===== src/rtl/cross_bar_pkg.sv =====
// Shared constants and types for the cross bar arbitration logic.
package cross_bar_pkg;

    localparam int MASTER_N     = 4;
    localparam int ARB_TIMEOUT  = 256;
    localparam int MASTER_IDX_W = (MASTER_N > 1) ? $clog2(MASTER_N) : 1;

    typedef logic [MASTER_N-1:0]     msgrant_t;
    typedef logic [MASTER_IDX_W-1:0] master_idx_t;

    // Watchdog counter width; a disabled watchdog (0) still needs one bit.
    function automatic int wd_width(input int timeout_cycles);
        if (timeout_cycles < 1) begin
            return 1;
        end
        return $clog2(timeout_cycles + 1);
    endfunction

endpackage


===== src/rtl/cross_bar_rr_pick.sv =====
// Combinational rotating-priority picker: finds the first request at or
// above the pointer, wrapping around, via a double-width priority encode.
module cross_bar_rr_pick #(
    parameter int N  = 4,
    parameter int IW = 2
) (
    input  logic [N-1:0]  req,
    input  logic [IW-1:0] ptr,
    output logic [N-1:0]  pick_oh,
    output logic [IW-1:0] pick_idx,
    output logic          pick_any
);

    logic [N-1:0]   mask;
    logic [2*N-1:0] dbl_req;
    logic           found;

    // Lower half holds requests at/above the pointer, upper half the full
    // vector, so the lowest set bit overall is the rotating-priority winner.
    always_comb begin
        mask     = '0;
        pick_oh  = '0;
        pick_idx = '0;
        found    = 1'b0;
        for (int i = 0; i < N; i++) begin
            mask[i] = (i >= int'(ptr));
        end
        dbl_req = {req, req & mask};
        for (int i = 0; i < 2*N; i++) begin
            if (!found && dbl_req[i]) begin
                found             = 1'b1;
                pick_oh[i % N]    = 1'b1;
                pick_idx          = IW'(i % N);
            end
        end
    end

    assign pick_any = |req;

endmodule


===== src/rtl/cross_bar_rr_arbiter.sv =====
// Per-slave round-robin arbiter: holds a one-hot grant until the slave acks,
// the granted master withdraws, or the watchdog gives up on the slave.
module cross_bar_rr_arbiter #(
    parameter int MASTER_N = cross_bar_pkg::MASTER_N,
    parameter int TIMEOUT  = cross_bar_pkg::ARB_TIMEOUT
) (
    input  logic                                          clk,
    input  logic                                          areset,
    input  logic [MASTER_N-1:0]                           master_req,
    input  logic                                          slave_ack,
    output logic [MASTER_N-1:0]                           grant,
    output logic [((MASTER_N > 1) ? $clog2(MASTER_N) : 1)-1:0] grant_idx,
    output logic                                          busy,
    output logic                                          timeout
);

    import cross_bar_pkg::*;

    localparam int IW   = (MASTER_N > 1) ? $clog2(MASTER_N) : 1;
    localparam int WD_W = wd_width(TIMEOUT);
    localparam logic [WD_W-1:0] WD_MAX = (TIMEOUT == 0) ? '0 : WD_W'(TIMEOUT - 1);

    localparam logic [0:0] ST_IDLE = 1'b0;
    localparam logic [0:0] ST_BUSY = 1'b1;

    logic [0:0]          state_q,     state_d;
    logic [MASTER_N-1:0] grant_q,     grant_d;
    logic [IW-1:0]       grant_idx_q, grant_idx_d;
    logic                busy_q,      busy_d;
    logic                timeout_q,   timeout_d;
    logic [IW-1:0]       ptr_q,       ptr_d;
    logic [WD_W-1:0]     wd_q,        wd_d;

    logic [MASTER_N-1:0] pick_oh;
    logic [IW-1:0]       pick_idx;
    logic                pick_any;
    logic [IW-1:0]       ptr_next;
    logic                granted_req;

    cross_bar_rr_pick #(
        .N  (MASTER_N),
        .IW (IW)
    ) u_pick (
        .req      (master_req),
        .ptr      (ptr_q),
        .pick_oh  (pick_oh),
        .pick_idx (pick_idx),
        .pick_any (pick_any)
    );

    assign ptr_next    = (grant_idx_q == IW'(MASTER_N - 1)) ? '0 : grant_idx_q + 1'b1;
    assign granted_req = |(master_req & grant_q);

    // Next-state logic: ack beats a withdrawn request, which beats the watchdog.
    always_comb begin
        state_d     = state_q;
        grant_d     = grant_q;
        grant_idx_d = grant_idx_q;
        busy_d      = busy_q;
        timeout_d   = 1'b0;
        ptr_d       = ptr_q;
        wd_d        = wd_q;
        case (state_q)
            ST_IDLE: begin
                if (pick_any) begin
                    state_d     = ST_BUSY;
                    grant_d     = pick_oh;
                    grant_idx_d = pick_idx;
                    busy_d      = 1'b1;
                    wd_d        = '0;
                end
            end
            ST_BUSY: begin
                if (slave_ack || !granted_req) begin
                    state_d = ST_IDLE;
                    grant_d = '0;
                    busy_d  = 1'b0;
                    ptr_d   = ptr_next;
                end else if ((TIMEOUT != 0) && (wd_q == WD_MAX)) begin
                    state_d   = ST_IDLE;
                    grant_d   = '0;
                    busy_d    = 1'b0;
                    ptr_d     = ptr_next;
                    timeout_d = 1'b1;
                end else if (wd_q != WD_MAX) begin
                    wd_d = wd_q + 1'b1;
                end
            end
            default: begin
                state_d = ST_IDLE;
                grant_d = '0;
                busy_d  = 1'b0;
            end
        endcase
    end

    // All outputs are registered; reset returns everything to idle.
    always_ff @(posedge clk or posedge areset) begin
        if (areset) begin
            state_q     <= ST_IDLE;
            grant_q     <= '0;
            grant_idx_q <= '0;
            busy_q      <= 1'b0;
            timeout_q   <= 1'b0;
            ptr_q       <= '0;
            wd_q        <= '0;
        end else begin
            state_q     <= state_d;
            grant_q     <= grant_d;
            grant_idx_q <= grant_idx_d;
            busy_q      <= busy_d;
            timeout_q   <= timeout_d;
            ptr_q       <= ptr_d;
            wd_q        <= wd_d;
        end
    end

    assign grant     = grant_q;
    assign grant_idx = grant_idx_q;
    assign busy      = busy_q;
    assign timeout   = timeout_q;

endmodule


===== config.mk =====
export PLATFORM = sky130hd
export DESIGN_NAME = cross_bar_rr_arbiter
export DESIGN_NICKNAME = d
export VERILOG_FILES = /design/src/rtl/cross_bar_pkg.sv /design/src/rtl/cross_bar_rr_pick.sv /design/src/rtl/cross_bar_rr_arbiter.sv
export SDC_FILE = /design/constraint.sdc
export NUM_CORES = 1
export LEC_CHECK = 0
export ABC_AREA = 0
export CAP_MARGIN = 30
export CORE_ASPECT_RATIO = 0.75
export CORE_MARGIN = 1
export CORE_UTILIZATION = 50
export CTS_BUF_LIST = sky130_fd_sc_hd__clkbuf_8
export CTS_CLUSTER_SIZE = 14
export DETAILED_ROUTE_END_ITERATION = 16
export GPL_TIMING_DRIVEN = 0
export PLACE_DENSITY_LB_ADDON = 0.08
export SYNTH_ARGS = -nofsm -noshare
export SYNTH_HDL_FRONTEND = slang
export SYNTH_SLANG_ARGS = --single-unit
export TNS_END_PERCENT = 5

===== constraint.sdc =====
create_clock -name clk -period 4 [get_ports clk]
set_input_delay 0.8 -clock clk [delete_from_list [all_inputs] [get_ports clk]]
set_output_delay 0.8 -clock clk [all_outputs]
set_load 0.03 [all_outputs]

* Yosys cells after proc, flatten, opt, wreduce, memory -nomap -nowiden
Cells that the tools add are included.
** Operators by class
- Bitwise gates (word level) :: 3
- Eq/ne operators :: 8
- $add $sub $neg :: 2
- Muxes and demuxes :: 44
- Reductions and logical operators :: 23
- Order comparisons :: 3
** Operators with widths (number)
- two-way mux 9 bit :: 4
- two-way mux 1 bit :: 24
- two-way mux 2 bit :: 9
- case mux 9 bit (2 select lines) :: 1
- two-way mux 4 bit :: 3
- adder 9 x 1 -> 9 bit, second input constant :: 1
- equality test 9 x 8 -> 1 bit, second input constant :: 1
- != test 9 x 8 -> 1 bit, second input constant :: 1
- AND 4 bit :: 2
- logical NOT 1 bit :: 8
- case mux 4 bit (2 select lines) :: 1
- OR reduction 4 bit :: 2
- logical AND 1 bit :: 7
- != test 2 bit, second input constant :: 3
- AND reduction 2 bit :: 3
- >= comparator 1 x 2 -> 1 bit, first input constant :: 2
- case mux 1 bit (2 select lines) :: 2
- AND reduction 4 bit :: 1
- != test 3 x 1 -> 1 bit, second input constant :: 1
- adder 2 x 1 -> 2 bit, second input constant :: 1
- equality test 2 bit, second input constant :: 1
- >= comparator 2 bit, first input constant :: 1
- != test 2 x 1 -> 1 bit, second input constant :: 1
- nonzero test 2 bit :: 1
- 2 further kinds :: 2
** Word-level totals
- Bits in registers :: 20
- Bits of input ports :: 7
- Output and inout bits :: 8

* Logic depth before layout (Yosys ltp)
- Depth after elaboration :: 26
- Depth in mapped cells :: 9
- Gate-level depth less buffers :: 7

* By module
A second synthesis with hierarchy kept.
** Second synthesis, totals
- Cells, all modules :: 130
- Area total of the unflattened synthesis :: 1207.4 um^2
** Modules (own cells, without submodules)
- cross_bar_rr_arbiter :: instances 1, area an instance 1031.0 um^2, sequential area each 500.5 um^2, cells each 101
- cross_bar_rr_pick :: instances 1, area an instance 176.4 um^2, sequential area each 0.0 um^2, cells each 29

* Least setup slack after synthesis
OpenSTA, ideal clock, no wires.
- Path type :: input to register
- From :: input port master_req[1]
- To :: register wd_q[5]
- Slack :: 1.727 ns
- Library setup time :: 0.078 ns
- Arrival time :: 2.195 ns
- Stages :: 6
- Cell sequence :: buf_2 -> a22oi_1 -> a2111o_1 -> buf_6 -> or4_1 -> a21oi_1
** On the way
- Word-level cells in the longest chain between the ends :: 6
** RTL lines
- from (decl) :: line cross_bar_rr_arbiter.sv:9 : input logic [MASTER_N-1:0] master_req,
- AND 4 bit :: line cross_bar_rr_arbiter.sv:52 : assign granted_req = |(master_req & grant_q);
- OR reduction 4 bit :: line cross_bar_rr_arbiter.sv:52
- logical NOT 1 bit :: line cross_bar_rr_arbiter.sv:74 : if (slave_ack || !granted_req) begin
- logical OR 1 bit :: line cross_bar_rr_arbiter.sv:74
- != test 2 bit (no line)
- AND reduction 4 bit (no line) *
- to (signal assigned) :: line cross_bar_rr_arbiter.sv:114 : wd_q <= wd_d;
- to (decl) :: line cross_bar_rr_arbiter.sv:32 : logic [WD_W-1:0] wd_q, wd_d;
Every way passes the cells marked *; elsewhere a longest branch is shown, timed or not.
A chain may end at the register's enable or synchronous reset.

* Worst setup path in the final report
- From :: input port master_req[2]
- To :: register wd_q[5]
The elaborated chain is that of the path after synthesis.

==> key figures <==
GRT
  • Remaining Overflow, GRT: 0
  • Vias in the first global route: slightly below 800
  • Global Route Usage Sum: between 20% and 30%
  • Largest net degree at the start of global routing: 21
  • First-pass GRT wire length: about 3700 um
  • Initial antenna violation count: 0

Clock tree
  • Insertion delay to the later sink of the worst-skew pair: approximately 0.26 ns
  • Post-CTS resize count: 0
  • Num CTS Buffers: 3
  • CTS root buf: clkbuf_8
  • H-tree depth: 1
  • Clock transition at path regs: approximately 0.070 ns
  • Setup Buffers After CTS: 0
  • CTS Hold Buffers Added: 0
  • CTS tree: yes
  • Longest Clk Path Bufs: 2
  • Sink Count: 20

Timing
  • Final worst path period share: 63.6%
  • Final min period: approximately 2.5 ns
  • Fin. Hold Viols: 0
  • Worst slew margin: 50.4%
  • Unrepaired setup endpoints after global routing: false
  • Setup ws final: around 1.5 ns
  • Setup TNS: 0 ns
  • Final setup fails: 0
  • Clk_skew: 0.00517 ns
  • Final Slew Violations: 0
  • Slew @ Worst Pin: 0.743 ns
  • F_max: between 300 and 400 MHz

Worst setup path
  • CP Max Fanout: 10
  • Reg2Reg Setup Slack: around 1.8 ns
  • Crit path from: master_req[2]
  • CP Capture Type: flop
  • Worst R2R Path Depth: 8
  • Setup CP Type: in -> reg
  • Worst flop-to-flop path endpoint: wd_q[5]$_DFFE_PP0P_
  • WP data arrival: approximately 2.7 ns
  • Reg-to-Reg Start: wd_q[0]$_DFFE_PP0P_
  • Required time worst endpoint: 4.19 ns
  • Worst Setup EP: wd_q[5]$_DFFE_PP0P_
  • Worst setup SP type: primary input

Logic synthesis
  • Top FF cell, synth: dfrtp_1
  • Mapped cell area: roughly 1100 um^2
  • Top cells by area, synth: dfrtp_1 46%, o31ai_1 4.9%, ha_1 3.5%
  • Share of the synthesized area in the top cell type: a little under half
  • Post-synth ARST share: 100%
  • Number of flops mapped to enable cells by yosys: 0
  • Post-Synthesis Cells: between 100 and 150
  • Synthesized flop and latch total: 20
  • Seq/Total Area, Yosys: between 40% and 50%
  • Most frequent cell after synthesis: dfrtp_1
  • Commonest cells post-synth: 20 x dfrtp_1, 10 x nand2_1, 10 x nor2_1
  • Syn avg cell area: between 9 and 10 um^2
  • Distinct cells, synth: 34
  • Yosys top cell by area: dfrtp_1
  • Syn_nets: ~120
  • Synth warnings: 0

Worst hold path
  • Hold/Removal Path Class: reg -> reg

Floorplanning
  • Starting density of the core: 53.7%
  • Core Region: 2010 um^2
  • Die area: around 2400 um^2
  • # IOs: 15
  • Die extent in y: 42.3 um
  • Row cnt: 14
  • Die width: between 50 and 60 um

Placed design
  • Post-DP HPWL: between 1500 and 2000 um
  • I/O Buffers: 11
  • Pre-CTS WS: about 1.2 ns
  • Placer Congestion: about 0.87
  • Placed Cells incl. Taps: approximately 150

Route
  • Drt total wl: between 2000 and 2500 um
  • Detail Route Antenna Nets: 0
  • DR vias: between 900 and 1000
  • DR WL/cell: roughly 14 um
  • Vias/cell: 5.97
  • Initial DRC Count: 43
  • Drc violations: 0
  • Drt pass-1 iters: 4

Run
  • Max-cap violations: 0

Layout
  • Fillers: 180
  • Post-route insts no fill: ~150
  • Nets: around 140
  • Area grow syn2layout: 16.8%
  • Share of cells above drive strength 1: 8.66%
  • Number of inserted diodes: 0

Run status
  • Outcome: completed

Power
  • Worst vdd ir: ~0.4 mV
  • Reported leakage power: between 0.0005 and 0.0006 uW
  • Power Dens Cells: between 600 and 700 nW/um^2
worst min-delay path by stage:
stage | from | end | depth (start not counted)
finish | wd_q[6]$_DFFE_PP0P_ | wd_q[6]$_DFFE_PP0P_ | 1
CTS | wd_q[6]$_DFFE_PP0P_ | wd_q[6]$_DFFE_PP0P_ | 1
floorplan | wd_q[6]$_DFFE_PP0P_ | wd_q[6]$_DFFE_PP0P_ | 1
global route | wd_q[6]$_DFFE_PP0P_ | wd_q[6]$_DFFE_PP0P_ | 1
detailed placement | wd_q[6]$_DFFE_PP0P_ | wd_q[6]$_DFFE_PP0P_ | 1
global placement | wd_q[6]$_DFFE_PP0P_ | wd_q[6]$_DFFE_PP0P_ | 1
registers in the layout, indices dropped and copies added, names as in the netlist:
register   count
wd_q           9
grant          4
grant_idx      2
ptr_q          2
busy           1
state_q        1
timeout        1
report_power, final:
group / leakage [uW] / internal [uW] / switching (uW)
Combinational: 0.000252 / 146 / 197
Clock: 0.0000216 / 67.1 / 63.3
Sequential: 0.000265 / 252 / 49.6
critical path: stages:
cell and delay (ns):
clkdlybuf4s50_1 0.59, a22oi_2 0.09, a2111o_1 0.45, buf_6 0.15
or4_1 0.49, a21oi_1 0.16
routing by layer:
layer	track usage (%)	share of wire (%)	wire (um)
met1	30.4	52	1130
met5	0	0	0
met4	9.00	1.8	40
met2	28.0	41	889
met3	7.10	5.1	110
final cells by class:
cell class / instances / area [um^2] / area share (%)
Clock buffer: 3 / 41.3 / 3.27
Inverter: 8 / 30.0 / 2.38
Buffer: 7 / 46.3 / 3.66
Tap cell: 24 / 30.0 / 2.38
Multi-Input combinational cell: 78 / 505 / 40.0
Sequential cell: 20 / 500 / 39.6
Timing Repair Buffer: 11 / 110 / 8.71
stage by stage:
step | total power, uW | utilization [%] | cell area (um^2) | hold slack [ns]
after CTS | 779 | 62.7 | 1260 | 0.498
after floorplan | 535 | - | 1080 | 0.452
after global routing | 828 | 62.7 | 1260 | 0.529
after detailed placement | 646 | 60.7 | 1220 | 0.489
final | 775 | 62.7 | 1260 | 0.496
after global placement | 639 | 60.7 | 1220 | 0.475
logic make-up (layout without fill, tap and decap cells):
family | after synthesis | count (layout) | share of synthesized area [%]
AOI/OAI and AO/OA | 38 | 38 | 25.5
adders and majority gates | 3 | 3 | 3.47
buffers and inverters | 15 | 29 | 7.05
DFF | 20 | 20 | 46.2
muxes | 2 | 2 | 2.08
and+or+nand+nor | 35 | 35 | 15.6
placed cells by master (no fill, tap or decap), types with 2 or more instances in the layout:
| cell | netlist | layout |
|---|---|---|
| nor2_1 | 10 | 10 |
| nand2_1 | 10 | 10 |
| a21o_1 | 2 | 2 |
| or4_1 | 2 | 2 |
| clkbuf_8 | 0 | 3 |
| nand3_1 | 7 | 7 |
| buf_6 | 2 | 2 |
| a21oi_1 | 5 | 5 |
| a32o_1 | 3 | 3 |
| inv_1 | 8 | 8 |
| clkdlybuf4s50_1 | 0 | 11 |
| o21ai_0 | 7 | 7 |
| dfrtp_1 | 20 | 20 |
| clkbuf_1 | 3 | 3 |
| o31ai_1 | 7 | 7 |
| o211ai_1 | 4 | 4 |
| mux2_2 | 2 | 2 |
| ha_1 | 3 | 3 |
Power figures use the tool's default switching activity.
